**config.mk**
```make
export PLATFORM = sky130hd
export DESIGN_NAME = calc_sequencer
export DESIGN_NICKNAME = d
export VERILOG_FILES = /design/src/rtl/calc_pkg.sv /design/src/rtl/calc_addsub.sv /design/src/rtl/calc_sequencer.sv
export SDC_FILE = /design/constraint.sdc
export NUM_CORES = 1
export LEC_CHECK = 0
export CAP_MARGIN = 20
export CORE_MARGIN = 1
export CORE_UTILIZATION = 50
export DETAILED_ROUTE_END_ITERATION = 6
export PLACE_DENSITY = 0.78
export SLEW_MARGIN = 10
export SYNTH_ARGS = -nofsm -noshare
export SYNTH_HDL_FRONTEND = slang
export SYNTH_SLANG_ARGS = --single-unit
```
**constraint.sdc**
```tcl
create_clock -name CLOCK_50 -period 3.72 [get_ports CLOCK_50]
set_input_delay 0.372 -clock CLOCK_50 [delete_from_list [all_inputs] [get_ports CLOCK_50]]
set_output_delay 0.372 -clock CLOCK_50 [all_outputs]
set_load 0.02 [all_outputs]
```
**src/rtl/calc_pkg.sv**
```systemverilog
// Shared types and constants for the calc_sequencer BCD add/subtract block.
// Holds the FSM state type, the BCD step constant and the 7-segment table.
package calc_pkg;

  typedef enum logic [2:0] {
    S_IDLE = 3'd0,
    S_ADD  = 3'd1,
    S_ABS  = 3'd2,
    S_CONV = 3'd3,
    S_DONE = 3'd4
  } state_t;

  localparam int unsigned TEN       = 32'd10;
  localparam int unsigned TENS_MAX  = 32'd9;
  localparam logic [6:0]  SEG_MINUS = 7'b1111110;
  localparam logic [6:0]  SEG_BLANK = 7'b1111111;

  // Segment order is {a,b,c,d,e,f,g}, active-low.
  function automatic logic [6:0] seg_digit(input logic [3:0] d);
    logic [6:0] s;
    case (d)
      4'd0:    s = 7'b0000001;
      4'd1:    s = 7'b1001111;
      4'd2:    s = 7'b0010010;
      4'd3:    s = 7'b0000110;
      4'd4:    s = 7'b1001100;
      4'd5:    s = 7'b0100100;
      4'd6:    s = 7'b0100000;
      4'd7:    s = 7'b0001111;
      4'd8:    s = 7'b0000000;
      4'd9:    s = 7'b0000100;
      default: s = SEG_BLANK;
    endcase
    return s;
  endfunction

  // Tens are counted as a thermometer code so no incrementer is needed.
  function automatic logic [3:0] therm_to_bin(input logic [TENS_MAX-1:0] th);
    logic [3:0] d;
    d = 4'd0;
    for (int i = 0; i < int'(TENS_MAX); i++) begin
      d = th[i] ? 4'(i + 1) : d;
    end
    return d;
  endfunction

endpackage

```
**src/rtl/calc_addsub.sv**
```systemverilog
// Ripple-carry add/subtract: o_sum = i_a + (i_b ^ {W{i_sub}}) + i_sub.
// o_cout is the final carry (for subtraction: 1 means no borrow, i.e. a >= b).
module calc_addsub #(
  parameter int W = 6
) (
  input  logic [W-1:0] i_a,
  input  logic [W-1:0] i_b,
  input  logic         i_sub,
  output logic [W-1:0] o_sum,
  output logic         o_cout
);

  logic [W-1:0] w_bx;
  logic [W:0]   w_c;

  assign w_bx   = i_b ^ {W{i_sub}};
  assign w_c[0] = i_sub;
  assign o_cout = w_c[W];

  for (genvar i = 0; i < W; i++) begin : g_fa
    assign o_sum[i]  = i_a[i] ^ w_bx[i] ^ w_c[i];
    assign w_c[i+1]  = (i_a[i] & w_bx[i]) | (w_c[i] & (i_a[i] ^ w_bx[i]));
  end

endmodule

```
**src/rtl/calc_sequencer.sv**
```systemverilog
// Sequential A+B / A-B with signed BCD result, all arithmetic on one shared adder.
// Optional 7-segment outputs HEX0..HEX2 are built only when CALC_SEG_EN is defined.
module calc_sequencer
  import calc_pkg::*;
#(
  parameter int OPW = 4
) (
  input  logic           CLOCK_50,
  input  logic           rst,
  input  logic           start,
  input  logic           op_sub,
  input  logic [OPW-1:0] a_in,
  input  logic [OPW-1:0] b_in,
  output logic           busy,
  output logic           done,
  output logic           neg,
  output logic [3:0]     tens,
  output logic [3:0]     ones
`ifdef CALC_SEG_EN
  ,
  output logic [0:6]     HEX0,
  output logic [0:6]     HEX1,
  output logic [0:6]     HEX2
`endif
);

  localparam int W = OPW + 2;

  state_t                r_state;
  state_t                w_next;
  logic [OPW-1:0]        r_a;
  logic [OPW-1:0]        r_b;
  logic                  r_sub;
  logic [W-1:0]          r_res;
  logic [W-1:0]          r_mag;
  logic                  r_sign;
  logic [TENS_MAX-1:0]   r_tens_th;
  logic                  r_busy;
  logic                  r_done;
  logic                  r_neg;
  logic [3:0]            r_tens;
  logic [3:0]            r_ones;

  logic [W-1:0]          w_x;
  logic [W-1:0]          w_y;
  logic                  w_sub;
  logic [W-1:0]          w_sum;
  logic                  w_cout;

  calc_addsub #(.W(W)) u_addsub (
    .i_a    (w_x),
    .i_b    (w_y),
    .i_sub  (w_sub),
    .o_sum  (w_sum),
    .o_cout (w_cout)
  );

  // Next-state logic and shared-adder operand steering.
  always_comb begin
    w_next = r_state;
    w_x    = '0;
    w_y    = '0;
    w_sub  = 1'b0;
    case (r_state)
      S_IDLE: begin
        if (start) w_next = S_ADD;
        else       w_next = S_IDLE;
      end
      S_ADD: begin
        w_x    = {2'b00, r_a};
        w_y    = {2'b00, r_b};
        w_sub  = r_sub;
        w_next = S_ABS;
      end
      S_ABS: begin
        w_y    = r_res;
        w_sub  = 1'b1;
        w_next = S_CONV;
      end
      S_CONV: begin
        // Carry out of mag-10 means no borrow, i.e. mag >= 10.
        w_x   = r_mag;
        w_y   = W'(TEN);
        w_sub = 1'b1;
        if (w_cout) w_next = S_CONV;
        else        w_next = S_DONE;
      end
      S_DONE:  w_next = S_IDLE;
      default: w_next = S_IDLE;
    endcase
  end

  // State, datapath and output registers.
  always_ff @(posedge CLOCK_50) begin
    if (rst) begin
      r_state   <= S_IDLE;
      r_a       <= '0;
      r_b       <= '0;
      r_sub     <= 1'b0;
      r_res     <= '0;
      r_mag     <= '0;
      r_sign    <= 1'b0;
      r_tens_th <= '0;
      r_busy    <= 1'b0;
      r_done    <= 1'b0;
      r_neg     <= 1'b0;
      r_tens    <= 4'd0;
      r_ones    <= 4'd0;
    end else begin
      r_state <= w_next;
      r_busy  <= (w_next != S_IDLE);
      r_done  <= 1'b0;
      case (r_state)
        S_IDLE: begin
          if (start) begin
            r_a   <= a_in;
            r_b   <= b_in;
            r_sub <= op_sub;
          end
        end
        S_ADD: r_res <= w_sum;
        S_ABS: begin
          r_sign    <= r_res[W-1];
          r_mag     <= r_res[W-1] ? w_sum : r_res;
          r_tens_th <= '0;
        end
        S_CONV: begin
          if (w_cout) begin
            r_mag     <= w_sum;
            r_tens_th <= {r_tens_th[TENS_MAX-2:0], 1'b1};
          end else begin
            r_tens <= therm_to_bin(r_tens_th);
            r_ones <= r_mag[3:0];
            r_neg  <= r_sign;
            r_done <= 1'b1;
          end
        end
        default: ;
      endcase
    end
  end

  assign busy = r_busy;
  assign done = r_done;
  assign neg  = r_neg;
  assign tens = r_tens;
  assign ones = r_ones;

`ifdef CALC_SEG_EN
  assign HEX0 = seg_digit(r_ones);
  assign HEX1 = seg_digit(r_tens);
  assign HEX2 = r_neg ? SEG_MINUS : SEG_BLANK;
`endif

endmodule

```
==> summary.txt <==
Run status
  – Status: completed

Routing
  – Drt initial violations: 129
  – DRT antenna net count: 0
  – Routed WL: 4811 um
  – DR vias/cell: 5.555
  – Drt pass-1 iters: 5
  – Total vias in the final route: 1783
  – Drt wl/cell: 14.99 um
  – DR DRC count: 0

Layout
  – Final net count: about 290
  – Post-Layout Inst Area: 2620 um^2
  – Synthesis-to-layout area growth: 25.24%
  – Share of layout cells above drive strength 1: 18.82%
  – # diodes: 0

Placement
  – Placed cell areas: roughly 2400 um^2
  – Final GP Congestion: between 0.8 and 0.9
  – HPWL Detailed: between 3000 and 4000 um
  – Port bufs: 22

Timing
  – Tcrit/Tclk final: between 90% and 100%
  – Peak Freq: 277.7 MHz
  – Clock Skew: 0.008930 ns
  – Tmin final: 3.601 ns
  – Setup TNS: 0 ns
  – Worst slew margin: ~47%
  – Final setup violation count: 0
  – Fin. Hold Viols: 0
  – RSZ-0062 raised after global routing: false
  – Actual slew at the worst max-slew pin: 0.7952 ns
  – Final Max Slew Viols: 0

GRT
  – Number of global-route vias before repair: 1672
  – Largest net degree at the start of global routing: 26
  – All-Layer GR Usage: a little under a quarter
  – Antenna violations before repair: 0
  – First-pass GRT wire length: 7748 um
  – Total global routing overflow: 0

Flow run
  – MaxCap Viol Count: 0

Setup path
  – Cells on worst reg2reg path: 12
  – Crit Path Class: reg -> reg
  – Crit end category: register
  – Worst Path Max Fanout: 7
  – CP Launch Type: register
  – Critical path data arrival time: 3.82 ns
  – Crit path required time: 3.94 ns

Synth
  – Sequential area share after synthesis: 43.06%
  – Yosys warnings: 0
  – Syn Nets: between 200 and 300
  – Syn Area/Cell: 8.790 um^2
  – Distinct cells, synth: 39
  – Post-synth EDFFs: 0
  – Async SR Flop Fraction: 0%
  – Post-synth top flop: dfxtp_1
  – Mapped Cells: 238
  – Syn Std Cell Area: approximately 2100 um^2
  – Synth Register Bits: 45
  – Largest cells by area after synthesis: dfxtp_1 (43%), nand2_1 (7.5%), a21oi_1 (5.7%), fa_1 (4.8%), nor2_1 (4.7%)
  – Share of the synthesized area in the top cell type: 43.06%
  – Synth area leader: dfxtp_1

Die
  – Core Area: approximately 4000 um^2
  – Die H: 66.69 um
  – IO Pins: 23
  – Die extent in x: approximately 67 um
  – Die area: 4447 um^2
  – Number of core rows: 23
  – Initial Utilization: 52.30%

Clocking
  – H-Tree Depth: 2
  – CTS Root Cell: clkbuf_8
  – CTS buffer count: 5
  – CTS clk-pin slew, worst paths: 0.09 ns
  – Worst-skew pair later-pin latency: 0.30 ns
  – CTS tree: yes
  – Clk buf depth: 2
  – Post-CTS setup-driven buffer insertion count: 0
  – CTS Sinks: between 40 and 50
  – Post-cts hold buffer count: 0

Hold path
  – Min-Delay Path Class: reg -> reg
  – Hold depth: 2

Pwr
  – Max VDD drop: 0.3955 mV
  – P_leak: 0.0008867 uW
  – Pwr/cell area: 430.6 nW/um^2
cell usage in the layout (no fill, tap or decap), types with 2 or more instances in the layout:
cell	count
dfxtp_1	42
nand2_1	41
nor2_1	26
a21oi_1	24
clkdlybuf4s50_1	22
buf_4	17
a211oi_1	10
a22oi_1	9
o21ai_0	7
nand2b_1	6
nor3_1	5
clkbuf_8	5
o211ai_2	4
a21o_1	3
xnor2_1	3
inv_1	3
nor2b_1	3
mux2_2	3
fa_2	3
o22ai_1	2
mux2i_1	2
fa_1	2
dfxtp_4	2
per-stage QoR:
stage | total power [uW] | setup WS (ns) | hold slack (ns) | utilization (%) | instances
CTS | 1117 | 0.002075 | 0.4583 | 63.97 | 320
global route | 1178 | 0.001608 | 0.4828 | 65.50 | 321
detailed placement | 752.0 | -0.06308 | 0.4463 | 61.06 | 312
global placement | 747.5 | 0.03070 | 0.4413 | 61.06 | 312
floorplan | 683.7 | 0.004765 | 0.4312 | - | 238
finish | 1128 | 0.1189 | 0.4560 | 65.50 | 321
cells by family after synthesis:
kind of cell | share of synthesized area, %
AND/OR/NAND/NOR | 22.07
AO/OA/AOI/OAI | 21.35
flip-flops | 43.06
buffers and inverters | 4.486
multiplexers | 2.572
adder cells (fa/ha/maj) | 4.785
XOR/XNOR | 1.675
cells in the mapped netlist (2+ instances only):
cell type and n:
inv_1 3, o211ai_2 4, nor2_1 26, nand2_1 42, clkbuf_1 5, mux2_2 3
nor2b_1 4, xnor2_1 3, a21oi_1 24, dfxtp_1 45, nor3_1 5, mux2i_1 2
fa_1 5, a211oi_1 10, nand2b_1 7, buf_2 6, o21ai_0 7, a21o_1 4
a22oi_1 9, o22ai_1 2, buf_4 4
layer usage:
metal  global-route usage (%)  wire [um]  vias up
li1                         -          -      891
met1                    30.26       2226      854
met2                    37.63       2365       32
met3                    5.479        162        6
met4                    6.383         57        0
met5                        0          0        -
timing repair:
item                       CTS  global route
setup endpoints to repair   16            27
pin swaps                    0             1
gates resized for setup      3            14
cloned                       0             1
sequential cells by signal, indices dropped and copies added (netlist names), 3 cells and up:
signal,flops
r_a,4
r_b,4
tens,4
r_state,3
r_mag,6
r_res,6
r_tens_th,9
ones,4
power by group:
part | internal [uW] | switching, uW
sequential | 508 | 26.5
clock | 202 | 172
combinational | 102 | 117
worst max-delay path: stages (launching register included):
cell      delay (ns)
dfxtp_4         0.37
nand2b_2        0.22
o32ai_4         0.25
a21oi_1         0.12
fa_2            0.35
fa_1            0.38
fa_1            0.39
fa_2            0.36
fa_2            0.43
a21oi_4         0.21
buf_12          0.14
o21bai_1        0.07
a311oi_2        0.24
worst paths after layout:
kind         slack (ns)  startpoint        to
min                0.46     tens[2]   tens[2]
max                0.12  r_state[0]  r_mag[0]
max reg2reg        0.12  r_state[0]  r_mag[0]
min reg2reg        0.46     tens[2]   tens[2]
cell type report:
type	count	area (um^2)
inverters	3	11.26
multi-input cells	174	1152
repair buffers	41	372.9
clock inverters	2	38.79
well taps	50	62.56
flip-flops and latches	45	909.6
clock buffers	6	72.57
fillers	334	1380
No activity file was read; power rests on OpenSTA's default activity.
